`config.mk`:
```
export PLATFORM = sky130hd
export DESIGN_NAME = axi_lite_mem_arbiter_flat
export DESIGN_NICKNAME = d
export VERILOG_FILES = /design/src/rtl/axi_lite_mem_arbiter_if.sv /design/src/rtl/axi_lite_mem_arbiter.sv /design/src/flat_wrapper.sv
export SDC_FILE = /design/constraint.sdc
export NUM_CORES = 1
export LEC_CHECK = 0
export CORE_AREA = 2 2 169 171
export CTS_BUF_LIST = sky130_fd_sc_hd__clkbuf_4
export CTS_CLUSTER_SIZE = 16
export DETAILED_ROUTE_END_ITERATION = 7
export DIE_AREA = 0 0 171 173
export MAX_ROUTING_LAYER = met4
export PLACE_DENSITY_LB_ADDON = 0.3
export SLEW_MARGIN = 15
export SYNTH_ARGS = -nofsm -noshare
export SYNTH_HDL_FRONTEND = slang
export SYNTH_SLANG_ARGS = --single-unit
```
`constraint.sdc`:
```
create_clock -name clk_i -period 2.3 [get_ports clk_i]
set_input_delay 0.69 -clock clk_i [delete_from_list [all_inputs] [get_ports clk_i]]
set_output_delay 0.69 -clock clk_i [all_outputs]
set_load 0.02 [all_outputs]
```
`src/rtl/axi_lite_mem_arbiter_if.sv`:
```
// One AXI-lite link (AR, R, AW, W, B). The arbiter faces the masters through the
// slave modport and faces the shared memory through the master modport.
interface axi_lite_mem_arbiter_if #(
    parameter int ADDR_W = 32,
    parameter int DATA_W = 32
);
    logic [ADDR_W-1:0]   araddr;
    logic                arvalid;
    logic                arready;
    logic [DATA_W-1:0]   rdata;
    logic [1:0]          rresp;
    logic                rvalid;
    logic                rready;
    logic [ADDR_W-1:0]   awaddr;
    logic                awvalid;
    logic                awready;
    logic [DATA_W-1:0]   wdata;
    logic [DATA_W/8-1:0] wstrb;
    logic                wvalid;
    logic                wready;
    logic [1:0]          bresp;
    logic                bvalid;
    logic                bready;

    modport master (
        output araddr, arvalid, rready, awaddr, awvalid, wdata, wstrb, wvalid, bready,
        input  arready, rdata, rresp, rvalid, awready, wready, bresp, bvalid
    );

    modport slave (
        input  araddr, arvalid, rready, awaddr, awvalid, wdata, wstrb, wvalid, bready,
        output arready, rdata, rresp, rvalid, awready, wready, bresp, bvalid
    );
endinterface

```
`src/rtl/axi_lite_mem_arbiter.sv`:
```
// Round-robin arbiter giving the shared memory slave to the IFU (m0, read-only) or the LSU (m1)
// one whole transaction at a time. States: IDLE, RD0 (IFU read), RD1 (LSU read), WR1 (LSU write).
module axi_lite_mem_arbiter #(
    parameter int ADDR_W = 32,
    parameter int DATA_W = 32
) (
    input  logic                   clk_i,
    input  logic                   rst_ni,
    axi_lite_mem_arbiter_if.slave  m0_if,
    axi_lite_mem_arbiter_if.slave  m1_if,
    axi_lite_mem_arbiter_if.master s_if
);
    typedef enum logic [1:0] {IDLE, RD0, RD1, WR1} state_e;

    state_e state_q, state_d;
    logic   last_q, last_d;
    logic   ar_done_q, ar_done_d;
    logic   aw_done_q, aw_done_d;
    logic   w_done_q, w_done_d;
    logic   req0, req1r, req1w;
    logic   ar_hs, aw_hs, w_hs;

    // The IFU never writes; its write-side inputs are intentionally ignored.
    logic   unused_m0;
    assign unused_m0 = ^{m0_if.awaddr, m0_if.awvalid, m0_if.wdata, m0_if.wstrb,
                         m0_if.wvalid, m0_if.bready};

    always_ff @(posedge clk_i or negedge rst_ni) begin
        if (!rst_ni) begin
            state_q   <= IDLE;
            last_q    <= 1'b1;
            ar_done_q <= 1'b0;
            aw_done_q <= 1'b0;
            w_done_q  <= 1'b0;
        end else begin
            state_q   <= state_d;
            last_q    <= last_d;
            ar_done_q <= ar_done_d;
            aw_done_q <= aw_done_d;
            w_done_q  <= w_done_d;
        end
    end

    always_comb begin
        state_d   = state_q;
        last_d    = last_q;
        ar_done_d = ar_done_q;
        aw_done_d = aw_done_q;
        w_done_d  = w_done_q;
        req0      = m0_if.arvalid;
        req1r     = m1_if.arvalid;
        req1w     = m1_if.awvalid | m1_if.wvalid;
        ar_hs     = 1'b0;
        aw_hs     = 1'b0;
        w_hs      = 1'b0;

        m0_if.arready = 1'b0;
        m0_if.rdata   = {DATA_W{1'b0}};
        m0_if.rresp   = 2'b00;
        m0_if.rvalid  = 1'b0;
        m0_if.awready = 1'b0;
        m0_if.wready  = 1'b0;
        m0_if.bresp   = 2'b00;
        m0_if.bvalid  = 1'b0;
        m1_if.arready = 1'b0;
        m1_if.rdata   = {DATA_W{1'b0}};
        m1_if.rresp   = 2'b00;
        m1_if.rvalid  = 1'b0;
        m1_if.awready = 1'b0;
        m1_if.wready  = 1'b0;
        m1_if.bresp   = 2'b00;
        m1_if.bvalid  = 1'b0;
        s_if.araddr   = {ADDR_W{1'b0}};
        s_if.arvalid  = 1'b0;
        s_if.rready   = 1'b0;
        s_if.awaddr   = {ADDR_W{1'b0}};
        s_if.awvalid  = 1'b0;
        s_if.wdata    = {DATA_W{1'b0}};
        s_if.wstrb    = '0;
        s_if.wvalid   = 1'b0;
        s_if.bready   = 1'b0;

        case (state_q)
            IDLE: begin
                // last_q names the most recent owner, so a tie goes to the other master
                if (req0 && (!(req1r || req1w) || last_q)) begin
                    state_d = RD0;
                    last_d  = 1'b0;
                end else if (req1r || req1w) begin
                    state_d = req1w ? WR1 : RD1;
                    last_d  = 1'b1;
                end
            end
            RD0: begin
                s_if.araddr   = m0_if.araddr;
                s_if.arvalid  = m0_if.arvalid & ~ar_done_q;
                m0_if.arready = s_if.arready & ~ar_done_q;
                s_if.rready   = m0_if.rready;
                m0_if.rvalid  = s_if.rvalid;
                m0_if.rdata   = s_if.rdata;
                m0_if.rresp   = s_if.rresp;
                ar_hs         = m0_if.arvalid & ~ar_done_q & s_if.arready;
                ar_done_d     = ar_done_q | ar_hs;
                if (s_if.rvalid && m0_if.rready) begin
                    state_d   = IDLE;
                    ar_done_d = 1'b0;
                end
            end
            RD1: begin
                s_if.araddr   = m1_if.araddr;
                s_if.arvalid  = m1_if.arvalid & ~ar_done_q;
                m1_if.arready = s_if.arready & ~ar_done_q;
                s_if.rready   = m1_if.rready;
                m1_if.rvalid  = s_if.rvalid;
                m1_if.rdata   = s_if.rdata;
                m1_if.rresp   = s_if.rresp;
                ar_hs         = m1_if.arvalid & ~ar_done_q & s_if.arready;
                ar_done_d     = ar_done_q | ar_hs;
                if (s_if.rvalid && m1_if.rready) begin
                    state_d   = IDLE;
                    ar_done_d = 1'b0;
                end
            end
            WR1: begin
                s_if.awaddr   = m1_if.awaddr;
                s_if.awvalid  = m1_if.awvalid & ~aw_done_q;
                m1_if.awready = s_if.awready & ~aw_done_q;
                s_if.wdata    = m1_if.wdata;
                s_if.wstrb    = m1_if.wstrb;
                s_if.wvalid   = m1_if.wvalid & ~w_done_q;
                m1_if.wready  = s_if.wready & ~w_done_q;
                s_if.bready   = m1_if.bready;
                m1_if.bvalid  = s_if.bvalid;
                m1_if.bresp   = s_if.bresp;
                aw_hs         = m1_if.awvalid & ~aw_done_q & s_if.awready;
                w_hs          = m1_if.wvalid & ~w_done_q & s_if.wready;
                aw_done_d     = aw_done_q | aw_hs;
                w_done_d      = w_done_q | w_hs;
                if (s_if.bvalid && m1_if.bready) begin
                    state_d   = IDLE;
                    aw_done_d = 1'b0;
                    w_done_d  = 1'b0;
                end
            end
            default: state_d = IDLE;
        endcase
    end
endmodule

```
`src/flat_wrapper.sv`:
```
// flat-port wrapper written by rule: the top's interface ports become plain ports
module axi_lite_mem_arbiter_flat 
#(
    parameter int ADDR_W = 32,
    parameter int DATA_W = 32
)
  (clk_i, rst_ni, m0_if_araddr, m0_if_arvalid, m0_if_rready, m0_if_awaddr, m0_if_awvalid, m0_if_wdata, m0_if_wstrb, m0_if_wvalid, m0_if_bready, m0_if_arready, m0_if_rdata, m0_if_rresp, m0_if_rvalid, m0_if_awready, m0_if_wready, m0_if_bresp, m0_if_bvalid, m1_if_araddr, m1_if_arvalid, m1_if_rready, m1_if_awaddr, m1_if_awvalid, m1_if_wdata, m1_if_wstrb, m1_if_wvalid, m1_if_bready, m1_if_arready, m1_if_rdata, m1_if_rresp, m1_if_rvalid, m1_if_awready, m1_if_wready, m1_if_bresp, m1_if_bvalid, s_if_araddr, s_if_arvalid, s_if_rready, s_if_awaddr, s_if_awvalid, s_if_wdata, s_if_wstrb, s_if_wvalid, s_if_bready, s_if_arready, s_if_rdata, s_if_rresp, s_if_rvalid, s_if_awready, s_if_wready, s_if_bresp, s_if_bvalid);
  axi_lite_mem_arbiter_if #(.ADDR_W(ADDR_W), .DATA_W(DATA_W)) m0_if_i ();
  axi_lite_mem_arbiter_if #(.ADDR_W(ADDR_W), .DATA_W(DATA_W)) m1_if_i ();
  axi_lite_mem_arbiter_if #(.ADDR_W(ADDR_W), .DATA_W(DATA_W)) s_if_i ();
  input  logic clk_i;
  input  logic rst_ni;
  input wire logic [$bits(m0_if_i.araddr)-1:0] m0_if_araddr;
  input wire logic [$bits(m0_if_i.arvalid)-1:0] m0_if_arvalid;
  input wire logic [$bits(m0_if_i.rready)-1:0] m0_if_rready;
  input wire logic [$bits(m0_if_i.awaddr)-1:0] m0_if_awaddr;
  input wire logic [$bits(m0_if_i.awvalid)-1:0] m0_if_awvalid;
  input wire logic [$bits(m0_if_i.wdata)-1:0] m0_if_wdata;
  input wire logic [$bits(m0_if_i.wstrb)-1:0] m0_if_wstrb;
  input wire logic [$bits(m0_if_i.wvalid)-1:0] m0_if_wvalid;
  input wire logic [$bits(m0_if_i.bready)-1:0] m0_if_bready;
  output wire logic [$bits(m0_if_i.arready)-1:0] m0_if_arready;
  output wire logic [$bits(m0_if_i.rdata)-1:0] m0_if_rdata;
  output wire logic [$bits(m0_if_i.rresp)-1:0] m0_if_rresp;
  output wire logic [$bits(m0_if_i.rvalid)-1:0] m0_if_rvalid;
  output wire logic [$bits(m0_if_i.awready)-1:0] m0_if_awready;
  output wire logic [$bits(m0_if_i.wready)-1:0] m0_if_wready;
  output wire logic [$bits(m0_if_i.bresp)-1:0] m0_if_bresp;
  output wire logic [$bits(m0_if_i.bvalid)-1:0] m0_if_bvalid;
  input wire logic [$bits(m1_if_i.araddr)-1:0] m1_if_araddr;
  input wire logic [$bits(m1_if_i.arvalid)-1:0] m1_if_arvalid;
  input wire logic [$bits(m1_if_i.rready)-1:0] m1_if_rready;
  input wire logic [$bits(m1_if_i.awaddr)-1:0] m1_if_awaddr;
  input wire logic [$bits(m1_if_i.awvalid)-1:0] m1_if_awvalid;
  input wire logic [$bits(m1_if_i.wdata)-1:0] m1_if_wdata;
  input wire logic [$bits(m1_if_i.wstrb)-1:0] m1_if_wstrb;
  input wire logic [$bits(m1_if_i.wvalid)-1:0] m1_if_wvalid;
  input wire logic [$bits(m1_if_i.bready)-1:0] m1_if_bready;
  output wire logic [$bits(m1_if_i.arready)-1:0] m1_if_arready;
  output wire logic [$bits(m1_if_i.rdata)-1:0] m1_if_rdata;
  output wire logic [$bits(m1_if_i.rresp)-1:0] m1_if_rresp;
  output wire logic [$bits(m1_if_i.rvalid)-1:0] m1_if_rvalid;
  output wire logic [$bits(m1_if_i.awready)-1:0] m1_if_awready;
  output wire logic [$bits(m1_if_i.wready)-1:0] m1_if_wready;
  output wire logic [$bits(m1_if_i.bresp)-1:0] m1_if_bresp;
  output wire logic [$bits(m1_if_i.bvalid)-1:0] m1_if_bvalid;
  output wire logic [$bits(s_if_i.araddr)-1:0] s_if_araddr;
  output wire logic [$bits(s_if_i.arvalid)-1:0] s_if_arvalid;
  output wire logic [$bits(s_if_i.rready)-1:0] s_if_rready;
  output wire logic [$bits(s_if_i.awaddr)-1:0] s_if_awaddr;
  output wire logic [$bits(s_if_i.awvalid)-1:0] s_if_awvalid;
  output wire logic [$bits(s_if_i.wdata)-1:0] s_if_wdata;
  output wire logic [$bits(s_if_i.wstrb)-1:0] s_if_wstrb;
  output wire logic [$bits(s_if_i.wvalid)-1:0] s_if_wvalid;
  output wire logic [$bits(s_if_i.bready)-1:0] s_if_bready;
  input wire logic [$bits(s_if_i.arready)-1:0] s_if_arready;
  input wire logic [$bits(s_if_i.rdata)-1:0] s_if_rdata;
  input wire logic [$bits(s_if_i.rresp)-1:0] s_if_rresp;
  input wire logic [$bits(s_if_i.rvalid)-1:0] s_if_rvalid;
  input wire logic [$bits(s_if_i.awready)-1:0] s_if_awready;
  input wire logic [$bits(s_if_i.wready)-1:0] s_if_wready;
  input wire logic [$bits(s_if_i.bresp)-1:0] s_if_bresp;
  input wire logic [$bits(s_if_i.bvalid)-1:0] s_if_bvalid;
  assign m0_if_i.araddr = m0_if_araddr;
  assign m0_if_i.arvalid = m0_if_arvalid;
  assign m0_if_i.rready = m0_if_rready;
  assign m0_if_i.awaddr = m0_if_awaddr;
  assign m0_if_i.awvalid = m0_if_awvalid;
  assign m0_if_i.wdata = m0_if_wdata;
  assign m0_if_i.wstrb = m0_if_wstrb;
  assign m0_if_i.wvalid = m0_if_wvalid;
  assign m0_if_i.bready = m0_if_bready;
  assign m0_if_arready = m0_if_i.arready;
  assign m0_if_rdata = m0_if_i.rdata;
  assign m0_if_rresp = m0_if_i.rresp;
  assign m0_if_rvalid = m0_if_i.rvalid;
  assign m0_if_awready = m0_if_i.awready;
  assign m0_if_wready = m0_if_i.wready;
  assign m0_if_bresp = m0_if_i.bresp;
  assign m0_if_bvalid = m0_if_i.bvalid;
  assign m1_if_i.araddr = m1_if_araddr;
  assign m1_if_i.arvalid = m1_if_arvalid;
  assign m1_if_i.rready = m1_if_rready;
  assign m1_if_i.awaddr = m1_if_awaddr;
  assign m1_if_i.awvalid = m1_if_awvalid;
  assign m1_if_i.wdata = m1_if_wdata;
  assign m1_if_i.wstrb = m1_if_wstrb;
  assign m1_if_i.wvalid = m1_if_wvalid;
  assign m1_if_i.bready = m1_if_bready;
  assign m1_if_arready = m1_if_i.arready;
  assign m1_if_rdata = m1_if_i.rdata;
  assign m1_if_rresp = m1_if_i.rresp;
  assign m1_if_rvalid = m1_if_i.rvalid;
  assign m1_if_awready = m1_if_i.awready;
  assign m1_if_wready = m1_if_i.wready;
  assign m1_if_bresp = m1_if_i.bresp;
  assign m1_if_bvalid = m1_if_i.bvalid;
  assign s_if_araddr = s_if_i.araddr;
  assign s_if_arvalid = s_if_i.arvalid;
  assign s_if_rready = s_if_i.rready;
  assign s_if_awaddr = s_if_i.awaddr;
  assign s_if_awvalid = s_if_i.awvalid;
  assign s_if_wdata = s_if_i.wdata;
  assign s_if_wstrb = s_if_i.wstrb;
  assign s_if_wvalid = s_if_i.wvalid;
  assign s_if_bready = s_if_i.bready;
  assign s_if_i.arready = s_if_arready;
  assign s_if_i.rdata = s_if_rdata;
  assign s_if_i.rresp = s_if_rresp;
  assign s_if_i.rvalid = s_if_rvalid;
  assign s_if_i.awready = s_if_awready;
  assign s_if_i.wready = s_if_wready;
  assign s_if_i.bresp = s_if_bresp;
  assign s_if_i.bvalid = s_if_bvalid;
  axi_lite_mem_arbiter #(.ADDR_W(ADDR_W), .DATA_W(DATA_W)) u_core (.clk_i(clk_i), .rst_ni(rst_ni), .m0_if(m0_if_i), .m1_if(m1_if_i), .s_if(s_if_i));
endmodule
```
==> results of run 1 <==
==> cell families after synthesis <==
logic type | synth area share [%]
simple gates | 62.7
compound gates | 18.4
buf+inv | 7.68
flops | 7.88
fa+ha+maj | 2.60
mux | 0.586
other cells | 0.195
==> routing by layer <==
layer | wire length [µm] | track usage [%] | vias to the layer above
met5 | 0 | - | -
met4 | 146 | 1.20 | 0
met3 | 1310 | 2.06 | 8
met2 | 8100 | 17.8 | 219
met1 | 5880 | 10.2 | 1562
li1 | - | - | 1746
==> sequential cells by signal, indices dropped and copies added (netlist names) <==
register and count:
u_core.last_q 1, u_core.aw_done_q 1, u_core.state_q 2, u_core.w_done_q 1, u_core.ar_done_q 1
==> critical path: cells and delay by family, from the launching register on <==
family,cells,cell delay [ns]
and+or+nand+nor,1,0.06
buffers and inverters,5,0.62
AOI/OAI and AO/OA,1,0.17
DFF,1,0.38
adders and majority gates,1,0.20
==> path summary, 6_finish.rpt <==
kind,slack [ns],cells after the start,from,to
max reg2reg,0.44,7,u_core.state_q[0],u_core.state_q[1]
max in group asynchronous,1.30,1,rst_ni,u_core.last_q
max,-0.06,8,u_core.state_q[0],s_if_araddr[12]
min reg2reg,0.54,2,u_core.last_q,u_core.last_q
min,0.54,2,u_core.last_q,u_core.last_q
min in group asynchronous,0.71,1,rst_ni,u_core.ar_done_q
==> final cells by class <==
type                    count  area (µm²)  share of cell area, %
multi-input cells         250        1850                   29.0
clock buffers               4        30.0                  0.471
repair buffers            427        3860                   60.5
diodes                      2        5.00                 0.0784
inverters                   2        7.51                  0.118
well taps                 378         473                   7.41
flip-flops and latches      6         153                   2.39
==> power by group through the flow <==
| stage | clock (mW) | sequential, mW | combinational [mW] |
|---|---|---|---|
| after detailed placement | 0 | 0.212 | 4.49 |
| after global routing | 0.138 | 0.230 | 5.97 |
| after floorplan | 0 | 0.197 | 2.20 |
| after CTS | 0.126 | 0.219 | 5.43 |
| final | 0.118 | 0.221 | 5.59 |
| after global placement | 0 | 0.209 | 4.53 |
==> metrics by stage <==
step / area (µm²) / std cells
CTS: 6490 / 1055
finish: 6380 / 1069
floorplan: 1940 / 290
detailed placement: 6180 / 1029
global placement: 6180 / 1029
global route: 6380 / 1069
==> synth_stat cells, drive strengths merged <==
cell type | count | area (µm²)
nand2b | 2 | 12.5
dfstp | 1 | 26.3
clkbuf | 23 | 86.3
nor2b | 33 | 206
ha | 4 | 50.1
a21oi | 4 | 20.0
a32o | 2 | 21.3
conb | 1 | 3.75
nand2 | 5 | 18.8
dfrtp | 5 | 125
a31oi | 3 | 18.8
nor3b | 1 | 7.51
buf | 9 | 53.8
a22oi | 34 | 255
inv | 2 | 7.51
o21ai | 2 | 10.0
mux2 | 1 | 11.3
a222oi | 1 | 10.0
and2 | 142 | 891
nand3 | 2 | 10.0
a22o | 1 | 8.76
a211o | 1 | 8.76
or3 | 1 | 6.26
and3b | 6 | 52.6
==> timing repair <==
item                                   4_1_cts  5_1_grt
pin swaps                                    4        7
gates resized for setup                    708      111
buffers inserted                            14        9
hold buffers                                 0        0
cloned                                       8        4
setup endpoints to repair                  179      163
endpoints found under the hold margin        0        0
==> impl.org, run 1 <==
** Setup path
- The worst setup path is captured at an output pin.
- The setup path with the least slack is of type reg2out.
- The largest individual stage delay along the critical path comes from the cell sky130_fd_sc_hd__dfrtp_1.
- CP max stage delay :: between 0.3 and 0.4 ns
- Data on the critical path arrives at its endpoint at 1.67 ns.
- Critical-path maximum fanout :: 6
- STA classifies the critical path startpoint as a register.
- List of cells traversed by the critical path :: inv_2, ha_4, buf_6, buf_16, buf_6, a22oi_2, nor2b_1, buf_4
- Worst path most repeated cell :: sky130_fd_sc_hd__buf_6
- Worst EP required :: between 1.5 and 2 ns

** Clock tree
- Cell at the root of the clock tree :: sky130_fd_sc_hd__clkbuf_4
- TritonCTS built the clock tree.
- Clock tree synthesis found a total of 6 sinks.
- After clock tree synthesis, the clock-pin slew on the worst setup and hold paths is around 0.050 ns.
- Number of levels in the clock H-tree :: 1
- Latest clock arrival within the worst-skew pair :: about 0.25 ns
- No sink is reached through more buffers than the 2 on the longest clock path.
- Clock tree synthesis inserted a total of 3 buffers.

** GRT
- The number of antenna violations at the first check in global routing was 2.
- The via count of the first global-routing pass is 3381.
- Wire length of the first global-routing pass :: about 21 mm
- After global routing the overflow that remains totals 0.
- Largest net degree at the start of global routing :: 34
- In the global route stage, overall resource usage came out at under 10%.

** Power
- Post-layout power :: 5.93 mW
- Switching power total :: 2.73 mW
- The clock network accounts for ~2.0% of the total power.
- PwrDens :: ~930 mW/mm²
- Sequential share of power :: 3.7%
- Switching part of the total power :: 45.9%
- Across the VDD grid, the largest voltage drop is a little under 0.3 mV.
- Share of power burned in combinational logic :: roughly 94%
- Cell internal power was estimated by the tool at ~3.2 mW.
- Leakage power :: about 3 nW

** STA
- Achievable clock frequency :: ~420 MHz
- Final hold vios :: 0
- Setup slack of the critical path after layout :: -0.0647 ns
- Final Max Tran Viols :: 0
- For the final routed database, the setup TNS stands at -0.595 ns.
- Min Hold Slack :: 0.535 ns
- Setup repair after global routing could not meet its margin everywhere.
- The smallest clock period supported by the final layout is computed as 2.36 ns.
- Final worst-path cycle share :: 103%
- Worst Skew :: about 0.0036 ns
- Setup violations remaining at the end of the flow were counted as 29.

** Finish
- The library cells used most frequently in the layout, excluding fill and tap cells, are sky130_fd_sc_hd__clkdlybuf4s50_1, sky130_fd_sc_hd__and2_1, sky130_fd_sc_hd__buf_2.
- Layout overhead on the synthesized area :: 232%
- Net total in the final layout :: approximately 950
- Final cell utilization of the core :: 23.1%
- Of the cells placed in the final design, the portion with a size suffix greater than 1 is 42.5%.
- The filler cells instantiated in the layout total approximately 3100.
- Leaving out fill and tap cells, the most frequent cell in the layout is sky130_fd_sc_hd__clkdlybuf4s50_1.

** Placement
- In this run the tool buffered the top-level ports with approximately 360 buffer cells.
- At the placement stage, the worst setup path has a slack of -0.434 ns.
- The wire-length estimate of the detail-placed layout is ~11 mm.
- At the end of routability-driven placement, the weighted congestion stood at roughly 0.70.

** Synth
- The synthesized design contains 6 register bits.
- The number of different library cells used by synthesis comes to 29.
- Sequential cell area fraction in the yosys report :: ~8%
- After synthesis the cells add up to around 0.0019 mm².
- During synthesis, Yosys emitted a total of 0 warnings.
- Post-synthesis cell count :: around 290
- Syn avg cell area :: 6.72 µm²

** Routing
- Drt via density :: roughly 3.3
- Count of vias placed by the detailed router :: 3535
- First-iteration detailed-routing DRC count :: 69
- Before antenna repair, the detailed router went through 4 iterations.
- In this run the remaining antenna-violating nets after routing total 0.
- In the routed design, unresolved DRC markers number 0.
- Summed over all layers, the routed wires come to 15.4 mm.
- After detailed routing, the average wire length per cell comes to about 14 µm.

** Die
- DIE HEIGHT :: between 150 and 200 µm
- DIE WIDTH :: 171 µm
- Number of standard-cell rows in the floorplan :: between 60 and 70
- The die covers 0.0296 mm².
- The total area inside the core boundary comes to between 0.02 and 0.03 mm².
- Starting density of the core :: between 6 and 7%
- between 400 and 500 I/O pins were placed.

** Outcome
- Violations in the final reports :: setup timing
- The flow ran to the end, but the final reports show violations.

** Job
- Max-cap violations in this run came to 0.

** Hold path
- The path class of the tightest hold or removal check is reg2reg.
Note: power is estimated with default switching activity, not from simulation.
==> inputs of run 2 (changes only) <==
--- a/config.mk
+++ b/config.mk
@@ -5,6 +5,8 @@
 export SDC_FILE = /design/constraint.sdc
 export NUM_CORES = 1
 export LEC_CHECK = 0
+export CELL_PAD_IN_SITES_DETAIL_PLACEMENT = 0
+export CELL_PAD_IN_SITES_GLOBAL_PLACEMENT = 1
 export CORE_AREA = 2 2 169 171
 export CTS_BUF_LIST = sky130_fd_sc_hd__clkbuf_4
 export CTS_CLUSTER_SIZE = 16
==> run 2 against run 1 <==
- the flow still finishes with violations (setup timing)
- non-clock buffer count shrank 10
- critical path depth shrank 1
- design area shrank 0.71%
==> impl.org, run 2 (synthesis gave the netlist of run 1 again) <==
** GRT
- Via count of the first global-routing pass :: 3563 (+5.4%)
- The global router's overall resource usage is 9.17% (-0.26 points).
- Total global routing overflow :: 0 (unchanged)
- Wire length of the first global-routing pass :: 20.5 mm (-0.30%)
- The number of antenna violations at the first check in global routing is 2 (unchanged).
- Largest net degree at the start of global routing :: 38 (+12%)

** Placement
- Post-place setup slack :: -0.704 ns (-0.270 ns)
- Final estimated routing congestion in global placement :: 0.687 (-2.6%)
- Final HPWL from detailed placement :: 11.9 mm (+5.8%)
- The number of port buffers was 363 (unchanged).
- Cell count after placement :: 1042 (+1.3%)

** Job
- The number of max-cap violations was 0 (unchanged).

** Finish
- Ranked by flip-flop count, first place goes to u_core.state_q.
- Net total in the final layout :: 937 (-1.1%)
- The post-layout instance count excluding filler cells was 1059 (-0.94%).
- Leading cell type in the layout, fill and taps excluded :: sky130_fd_sc_hd__clkdlybuf4s50_1
- Commonest cells after routing, fill and taps aside :: sky130_fd_sc_hd__clkdlybuf4s50_1, sky130_fd_sc_hd__and2_1, sky130_fd_sc_hd__buf_4
- Compared with the post-synthesis result, the final layout area differs by 230%.
- Fraction of layout instances using a drive strength above 1 :: 44.0% (+1.5 points)
- Largest register FFs :: 2 (unchanged)

** Outcome
- Outcome :: finished, violations left
- The checks that failed: setup timing.

** Die
- The starting density of the core was 6.96% (unchanged).
- The number of standard-cell rows in the floorplan was 61 (unchanged).
- The die outline height is 173 µm (unchanged).
- The area of the core region was 0.0276 mm² (unchanged).
- The area of the die is 0.0296 mm² (unchanged).
- The die width was 171 µm (unchanged).
- I/O pin cnt :: 440 (unchanged)

** STA
- The final critical path time including I/O delays and setup came to 2.32 ns (-0.0491 ns).
- Achievable clock frequency :: 432 MHz (+2.1%)
- The final number of setup-violating endpoints came to 6 (-79%).
- The final cycle utilization of the critical path is 101% (-2.1 points).
- Worst Skew :: 0.0102 ns (+0.00658 ns)
- Setup slack of the critical path after layout :: -0.0156 ns (+0.0491 ns)
- Final hold vios :: 0 (unchanged)
- Unrepaired setup endpoints after global routing :: true
- The number of slew-limit violations in the final report was 0 (unchanged).

** Hold path
- The tightest min-delay check is of the reg2reg type.

** Routing
- Total Wirelength :: 14.6 mm (-5.1%)
- The total number of vias is 3447 (-2.5%).
- Drt via density :: 3.25 (-1.6%)
- Antenna-violating nets left :: 0 (unchanged)
- First-iteration detailed-routing DRC count :: 62 (-10%)
- The length of the first detailed-routing pass in iterations was 4 (unchanged).
- The wire length per cell after detailed routing was 13.8 µm (-4.3%).
- DRC violation count after routing :: 0 (unchanged)

** Setup path
- Critical-path maximum fanout :: 8 (+2)
- Startpoint types :: register
- Arrival time at the worst endpoint :: 1.63 ns (-0.04 ns)
- Worst EP required :: 1.61 ns (about the same)
- Classification of the worst setup path :: reg2out
- Critical Path End Type :: output pin

** Clock tree
- The later-pin clock latency in the skew report was 0.25 ns (about the same).
- The clock buffer count from CTS is 3 (unchanged).
- The number of buffers inserted by hold repair at cts was 0 (unchanged).
- Cell at the root of the clock tree :: sky130_fd_sc_hd__clkbuf_4
- Number of sinks on the clock net :: 6 (unchanged)
- The number of buffers on the longest clock path was 2 (unchanged).
- CTS tree :: yes
- Post-CTS clock slew at the launch and capture registers of the worst setup and hold paths :: 0.06 ns (about the same)
- Number of levels in the clock H-tree :: 1 (unchanged)

** Power
- Leakage power :: 2.88 nW (-1.4%)
- The power density over cell area is 876 mW/mm² (-5.8%).
- Largest vdd supply drop :: 0.312 mV (+6.0%)
## run 2: cell count changes in the layout (fill, tap and decap cells not counted), moves of 7 or more
cell / previous run / this run
sky130_fd_sc_hd__and2_1: 140 / 130
sky130_fd_sc_hd__and2_4: 0 / 10
sky130_fd_sc_hd__buf_4: 86 / 107
sky130_fd_sc_hd__nor2b_1: 31 / 20
sky130_fd_sc_hd__buf_6: 11 / 41
sky130_fd_sc_hd__clkdlybuf4s15_2: 14 / 3
sky130_fd_sc_hd__nor2b_2: 1 / 8
sky130_fd_sc_hd__buf_2: 109 / 69
## run 2: through the flow
| step | setup TNS [ns] | cell area (µm²) | hold WS (ns) | total power, mW | util [%] |
|---|---|---|---|---|---|
| 2_1_floorplan | 0 | 1940 | 0.394 | 2.39 | - |
| 3_3_place_gp | -54.34 | 6330 | 0.527 | 5.09 | 22.9 |
| 3_5_place_dp | -54.17 | 6330 | 0.533 | 5.01 | 22.9 |
| 4_1_cts | -1.10 | 6130 | 0.537 | 5.26 | 22.2 |
| 5_1_grt | -1.97 | 6330 | 0.621 | 5.96 | 22.9 |
| 6_report | -0.0328 | 6330 | 0.539 | 5.55 | 22.9 |
## run 2: final cells by class
type,instances,area (µm²)
fillers,3148,21300
well taps,378,473
inverters,2,7.51
repair buffers,417,3780
diodes,2,5.00
clock buffers,4,30.0
flip-flops and latches,6,153
multi-input cells,250,1890
## run 2: power breakdown
group	switching [mW]	total (mW)	leakage [nW]	internal [mW]
Combinational	2.49	5.21	2.79	2.71
Sequential	0.0566	0.221	0.0712	0.164
Clock	0.0439	0.122	0.0184	0.0779
## run 2: critical path: stages (launching register included)
cell and delay, ns:
sky130_fd_sc_hd__dfrtp_1 0.41, sky130_fd_sc_hd__buf_6 0.13, sky130_fd_sc_hd__ha_4 0.18, sky130_fd_sc_hd__buf_12 0.14
sky130_fd_sc_hd__buf_16 0.14, sky130_fd_sc_hd__a22oi_2 0.15, sky130_fd_sc_hd__nor2b_2 0.05, sky130_fd_sc_hd__buf_4 0.15
## run 2: final timing paths
kind                                         from  slack, ns  cells past startpoint                 to
worst max-delay path            u_core.state_q[0]      -0.02                      7    s_if_araddr[17]
worst min-delay path                u_core.last_q       0.54                      2      u_core.last_q
worst max register to register  u_core.state_q[0]       0.22                      8  u_core.state_q[1]
worst min register to register      u_core.last_q       0.54                      2      u_core.last_q
max in group asynchronous                  rst_ni       1.33                      1      u_core.last_q
min in group asynchronous                  rst_ni       0.68                      1  u_core.state_q[0]
## run 2: repair_timing
action,CTS,global route
endpoints found under the setup margin,182,154
setup buffers,5,1
cloned,2,4
endpoints found under the hold margin,0,0
resized for setup,767,178
pin swaps,3,15
## run 2: per-layer routing
metal | up-vias | track usage [%] | wire length [µm]
li1 | 1724 | - | -
met1 | 1481 | 9.57 | 5340
met2 | 228 | 17.6 | 7700
met3 | 14 | 2.06 | 1440
met4 | 0 | 1.34 | 161
met5 | - | - | 0
